[config.mk]
export PLATFORM = sky130hd
export DESIGN_NAME = alu_cmd_issuer
export DESIGN_NICKNAME = d
export VERILOG_FILES = /design/src/rtl/alu_cmd_issuer.sv
export SDC_FILE = /design/constraint.sdc
export NUM_CORES = 1
export LEC_CHECK = 0
export CORE_ASPECT_RATIO = 0.9
export CORE_UTILIZATION = 49
export DETAILED_ROUTE_END_ITERATION = 12
export GPL_TIMING_DRIVEN = 0
export PLACE_DENSITY = 0.74
export SYNTH_ARGS = -nofsm -noshare
export SYNTH_HDL_FRONTEND = slang
export SYNTH_SLANG_ARGS = --single-unit
[constraint.sdc]
create_clock -name clk -period 3.06 [get_ports clk]
set_clock_uncertainty 0.2 [all_clocks]
set_input_delay 0.306 -clock clk [delete_from_list [all_inputs] [get_ports clk]]
set_output_delay 0.306 -clock clk [all_outputs]
set_load 0.005 [all_outputs]
[src/rtl/alu_cmd_issuer.sv]
`timescale 1ns/1ps
// alu_cmd_issuer: buffers ALU commands in a small FIFO, then issues them one
// at a time to a registered ALU. Each result is returned with its tag, in the
// order the commands were accepted. Illegal opcodes skip the ALU and are
// answered with an error.
module alu_cmd_issuer #(
  parameter int DEPTH  = 4,
  parameter int SETTLE = 2
) (
  input  logic        clk,
  input  logic        rst,
  input  logic        cmd_valid,
  output logic        cmd_ready,
  input  logic [4:0]  cmd_op,
  input  logic [31:0] cmd_a,
  input  logic [31:0] cmd_b,
  input  logic [3:0]  cmd_tag,
  output logic [31:0] alu_a,
  output logic [31:0] alu_b,
  output logic [4:0]  alu_ctrl,
  input  logic [31:0] alu_y,
  input  logic        alu_z,
  input  logic        alu_v,
  input  logic        alu_n,
  input  logic        alu_c,
  output logic        res_valid,
  input  logic        res_ready,
  output logic [31:0] res_y,
  output logic [3:0]  res_flags,
  output logic [3:0]  res_tag,
  output logic        res_err
);

  localparam int AW = (DEPTH > 1) ? $clog2(DEPTH) : 1;
  localparam int CW = $clog2(SETTLE + 1);
  localparam int EW = 73;
  localparam logic [AW:0] FILL_ONE  = (AW+1)'(1);
  localparam logic [AW:0] FILL_FULL = (AW+1)'(DEPTH);
  localparam logic [CW-1:0] CNT_ONE  = CW'(1);
  localparam logic [CW-1:0] CNT_LOAD = CW'(SETTLE);

  typedef enum logic [1:0] {ST_IDLE, ST_WAIT, ST_RESP} state_t;

  state_t        r_state;
  state_t        w_nextState;
  logic [EW-1:0] r_mem [DEPTH];
  logic [AW-1:0] r_wrPtr;
  logic [AW-1:0] r_rdPtr;
  logic [AW:0]   r_fill;
  logic [CW-1:0] r_settleCnt;
  logic [31:0]   r_aluA;
  logic [31:0]   r_aluB;
  logic [4:0]    r_aluCtrl;
  logic [31:0]   r_resY;
  logic [3:0]    r_resFlags;
  logic [3:0]    r_resTag;
  logic          r_resErr;

  logic          w_full;
  logic          w_empty;
  logic          w_push;
  logic          w_pop;
  logic          w_loadAlu;
  logic          w_loadErr;
  logic          w_capture;
  logic [EW-1:0] w_head;
  logic [4:0]    w_headOp;
  logic [31:0]   w_headA;
  logic [31:0]   w_headB;
  logic [3:0]    w_headTag;

  // Legal opcodes: 000xx, 01000-01101, 10000-10010, 110xx.
  function automatic logic isLegal(input logic [4:0] op);
    logic ok;
    ok = 1'b0;
    case (op[4:3])
      2'b00:   ok = ~op[2];
      2'b01:   ok = (op[2:0] <= 3'd5);
      2'b10:   ok = (op[2:0] <= 3'd2);
      default: ok = ~op[2];
    endcase
    return ok;
  endfunction

  assign w_full    = (r_fill == FILL_FULL);
  assign w_empty   = (r_fill == '0);
  assign cmd_ready = ~w_full;
  assign w_push    = cmd_valid & cmd_ready;
  assign w_head    = r_mem[r_rdPtr];
  assign w_headOp  = w_head[72:68];
  assign w_headA   = w_head[67:36];
  assign w_headB   = w_head[35:4];
  assign w_headTag = w_head[3:0];

  assign alu_a     = r_aluA;
  assign alu_b     = r_aluB;
  assign alu_ctrl  = r_aluCtrl;
  assign res_valid = (r_state == ST_RESP);
  assign res_y     = r_resY;
  assign res_flags = r_resFlags;
  assign res_tag   = r_resTag;
  assign res_err   = r_resErr;

  // Command storage; contents need no reset because the pointers define validity.
  always_ff @(posedge clk) begin
    if (w_push) begin
      r_mem[r_wrPtr] <= {cmd_op, cmd_a, cmd_b, cmd_tag};
    end
  end

  // FIFO pointers and fill level; pointers wrap naturally since DEPTH is a power of two.
  always_ff @(posedge clk) begin
    if (rst) begin
      r_wrPtr <= '0;
      r_rdPtr <= '0;
      r_fill  <= '0;
    end else begin
      if (w_push) r_wrPtr <= r_wrPtr + 1'b1;
      if (w_pop)  r_rdPtr <= r_rdPtr + 1'b1;
      case ({w_push, w_pop})
        2'b10:   r_fill <= r_fill + FILL_ONE;
        2'b01:   r_fill <= r_fill - FILL_ONE;
        default: r_fill <= r_fill;
      endcase
    end
  end

  // Issue state register.
  always_ff @(posedge clk) begin
    if (rst) r_state <= ST_IDLE;
    else     r_state <= w_nextState;
  end

  // Next state and control strobes: one command in flight at a time.
  always_comb begin
    w_nextState = r_state;
    w_pop       = 1'b0;
    w_loadAlu   = 1'b0;
    w_loadErr   = 1'b0;
    w_capture   = 1'b0;
    case (r_state)
      ST_IDLE: begin
        if (!w_empty) begin
          w_pop = 1'b1;
          if (isLegal(w_headOp)) begin
            w_loadAlu   = 1'b1;
            w_nextState = ST_WAIT;
          end else begin
            w_loadErr   = 1'b1;
            w_nextState = ST_RESP;
          end
        end
      end
      ST_WAIT: begin
        if (r_settleCnt <= CNT_ONE) begin
          w_capture   = 1'b1;
          w_nextState = ST_RESP;
        end
      end
      ST_RESP: begin
        if (res_ready) w_nextState = ST_IDLE;
      end
      default: w_nextState = ST_IDLE;
    endcase
  end

  // ALU drive, settle counter and result capture; flags only pass through for op[4:3]==00.
  always_ff @(posedge clk) begin
    if (rst) begin
      r_aluA      <= '0;
      r_aluB      <= '0;
      r_aluCtrl   <= '0;
      r_settleCnt <= '0;
      r_resY      <= '0;
      r_resFlags  <= '0;
      r_resTag    <= '0;
      r_resErr    <= 1'b0;
    end else begin
      if (w_loadAlu) begin
        r_aluA      <= w_headA;
        r_aluB      <= w_headB;
        r_aluCtrl   <= w_headOp;
        r_settleCnt <= CNT_LOAD;
      end else if (r_state == ST_WAIT) begin
        r_settleCnt <= r_settleCnt - CNT_ONE;
      end
      if (w_loadAlu || w_loadErr) begin
        r_resTag <= w_headTag;
      end
      if (w_loadErr) begin
        r_resY     <= '0;
        r_resFlags <= '0;
        r_resErr   <= 1'b1;
      end else if (w_capture) begin
        r_resY     <= alu_y;
        r_resFlags <= (r_aluCtrl[4:3] == 2'b00) ? {alu_z, alu_v, alu_n, alu_c} : 4'b0000;
        r_resErr   <= 1'b0;
      end
    end
  end

endmodule

==> results by group <==
Critical path
  • Most frequent CP cell: buf_12
  • WP data arrival: 3.11 ns
  • Crit end category: flop
  • Critical Path RT: 3.32 ns
  • Worst-path cell chain: buf_12 -> buf_12 -> mux4_2 -> inv_1 -> ha_1 -> inv_1 -> o21bai_1 -> o211ai_1 -> buf_4 -> buf_12 -> buf_8 -> mux2i_1
  • Startpoint types: flop
  • Peak per-stage delay on the critical path: 0.54 ns
  • Critical path's slowest cell: mux4_2
  • WP buf/inv: 7
  • Crit Path Class: reg2reg
  • Critical path's top delay family: buffers and inverters
  • Crit path max fanout: 10

Route
  • DR vias: 8549
  • Final WL: 31700 µm
  • DRT Pass-1 Iters: 5
  • Residual DRC count: 0
  • Wire per inst: 19.4 µm
  • Remaining antenna violation count: 0
  • Via-to-Cell Ratio: 5.22
  • Initial DRC Count: 482

Power and ir drop
  • Maximum VDD drop: 580 µV
  • Net Sw Frac: 0.263
  • Internal Power: 12.4 mW
  • Sequential Power Share: 0.435
  • Static Leak: 7.02 nW
  • P per Cell Area: 846 nW/µm²
  • Combinational Power Share: 0.258
  • Switching power total: 4.43 mW
  • Overall power: 16.8 mW
  • Clock share of power: 0.307

Final layout
  • Commonest non-fill, non-tap cell in the layout: edfxtp_1
  • # fillers: 2229
  • Commonest non-fill, non-tap cells in the layout: 292 x edfxtp_1, 224 x clkdlybuf4s50_1, 157 x nand2_1
  • Design Area, Final: 19900 µm²
  • Register area: 11200 µm²
  • Synth-to-Final Area Change: 28.5%
  • Final Non-Filler Cells: 1637
  • Layout cells sized above 1: 0.144
  • NumNets Final: 1316
  • Area occupied by multi-input gates: 3930 µm²

STA
  • Final setup TNS: 0 ns
  • Final setup fails: 0
  • Final worst-path cycle share: 0.933
  • Max frequency: 350 MHz
  • RSZ-0062 raised after global routing: no
  • Fin. Hold Viols: 0
  • Slew Limit Fails: 0
  • Minimum clock period: 2.85 ns
  • Rel. slew slack: 0.509
  • Tightest Pin Transition: 0.737 ns
  • Final hold slack: 0.145 ns

Clocking
  • CTS clk-pin slew, worst paths: 0.06 ns
  • H-tree Lvls: 2
  • Num CTS Buffers: 42
  • CTS sink count: 415
  • CTS tree: built
  • Clk_lat worst skew: 0.53 ns
  • Root Driver: clkbuf_16
  • CTS Buffer Depth: 3

Global routing
  • Total global routing overflow: 0
  • First-pass GRT wire length: 48500 µm
  • Pin count of the biggest net entering global routing: 45
  • Initial antenna violation count: 2
  • Tot GR Track Use: 0.199
  • Vias in the first global route: 8724

Synthesis
  • Post-Syn Area: 15500 µm²
  • Synthesis Warnings: 0
  • Netlist cell types: 40
  • Synth Instances: 920
  • EDFF count, synth: 292
  • Share of flip-flops with an asynchronous set or reset: 0
  • Seq cells post-synth: 415
  • Post-synth top flop: edfxtp_1
  • Mapped Avg Cell Area: 16.8 µm²
  • Seq/Total Area, Yosys: 0.727
  • Synthesized Nets: 1042

Floorplan
  • Std-Cell Rows: 61
  • # IOs: 225
  • Die area: 32300 µm²
  • Initial core utilization: 0.499
  • Die X: 189 µm
  • Core Area: 31000 µm²
  • Die span in y: 170 µm

Flow run
  • Maxcap violations: 0

Place
  • Detailed Place HPWL: 20200 µm
  • Placed Instance Area: 18300 µm²
  • GP Congestion: 0.735
  • IO Port Bufs: 224
  • Dpl cells: 1557

Min path
  • Worst min path class: in2reg

Run status
  • Outcome: finished, final reports clean
## cells by family (layout without fill, tap and decap cells)
family	count (synthesis)	after routing	synth area share
DFF	415	415	0.727
and+or+nand+nor	224	224	0.0577
muxes	174	174	0.172
buffers and inverters	64	370	0.0202
AOI/OAI and AO/OA	29	29	0.0129
adders and majority gates	9	9	0.00777
xor gates and xnor gates	5	5	0.00283
other	0	2	0
## registers in the layout, indices dropped and copies added (netlist names), named ones only
| name | cells |
|---|---|
| r_settleCnt | 2 |
| res_tag | 4 |
| alu_a | 32 |
| alu_b | 32 |
| r_state | 2 |
| res_y | 32 |
| r_wrPtr | 2 |
| r_mem | 292 |
| r_rdPtr | 2 |
| alu_ctrl | 5 |
| res_err | 1 |
| res_flags | 4 |
| r_fill | 3 |
## power by group through the flow
stage / clock, mW / combinational [mW] / sequential, mW
after floorplan: 0 / 2.53 / 7.36
after global placement: 0 / 4.14 / 7.41
after detailed placement: 0 / 4.25 / 7.39
after CTS: 5.27 / 4.29 / 7.31
after global routing: 5.50 / 4.69 / 7.40
final: 5.16 / 4.33 / 7.31
## cell usage after synthesis (2+ instances only)
master | instances | area (µm²)
a211o_1 | 2 | 17.5
a211oi_1 | 4 | 30.0
a21oi_1 | 12 | 60.1
and3_1 | 4 | 25.0
buf_2 | 13 | 65.1
buf_6 | 7 | 78.8
clkbuf_1 | 30 | 113
dfxtp_1 | 123 | 2460
edfxtp_1 | 292 | 8770
ha_1 | 8 | 100
inv_1 | 12 | 45.0
mux2i_1 | 101 | 1010
mux4_2 | 73 | 1640
nand2_1 | 157 | 589
nand3_1 | 2 | 10.0
nor2_1 | 48 | 180
nor2b_1 | 4 | 25.0
o21bai_1 | 2 | 15.0
or3_1 | 2 | 12.5
xnor2_1 | 2 | 17.5
xor2_1 | 3 | 26.3
## cell type report
cell class / count / share of cell area
Multi-Input combinational cell: 441 / 0.198
Antenna cell: 2 / 0.000252
Tap cell: 409 / 0.0258
Timing Repair Buffer: 231 / 0.120
Buffer: 50 / 0.0172
Clock inverter: 22 / 0.0127
Clock buffer: 54 / 0.0583
Inverter: 13 / 0.00246
Sequential cell: 415 / 0.566
## routing by layer
layer	GRT usage	up-vias	wire length, µm
met5	0	-	0
li1	-	4001	-
met1	0.257	4246	13400
met3	0.0427	41	2150
met2	0.341	261	15600
met4	0.0558	0	561
## worst reg2reg max path: stages, from the launching register on
cell	delay, ns
dfxtp_2	0.34
buf_12	0.15
buf_12	0.17
mux4_2	0.55
inv_1	0.08
ha_1	0.25
inv_1	0.08
o21bai_1	0.09
o211ai_1	0.18
buf_4	0.18
buf_12	0.14
buf_8	0.17
mux2i_1	0.21
## worst paths after layout
check / start / slack, ns / endpoint / cells after the start
worst max-delay path: flop / 0.21 / alu_b[29] / 12
worst min-delay path: alu_v / 0.14 / res_flags[2] / 3
worst max register to register: flop / 0.21 / alu_b[29] / 12
worst min register to register: res_tag[2] / 0.25 / res_tag[2] / 2
## stage by stage
stage                      util  worst slack [ns]
after detailed placement  0.592            -0.809
after global routing      0.641            0.0234
after floorplan               -            0.0808
final                     0.641             0.205
after CTS                 0.638            0.0103
after global placement    0.588             -1.60
## what timing repair did
action | in CTS | in global routing
setup endpoints to repair | 109 | 60
hold buffers | 0 | 0
cloned | 0 | 0
pin swaps | 1 | 1
setup buffers | 1 | 2
resized for setup | 9 | 17
No activity file was read; power rests on OpenSTA's default activity.
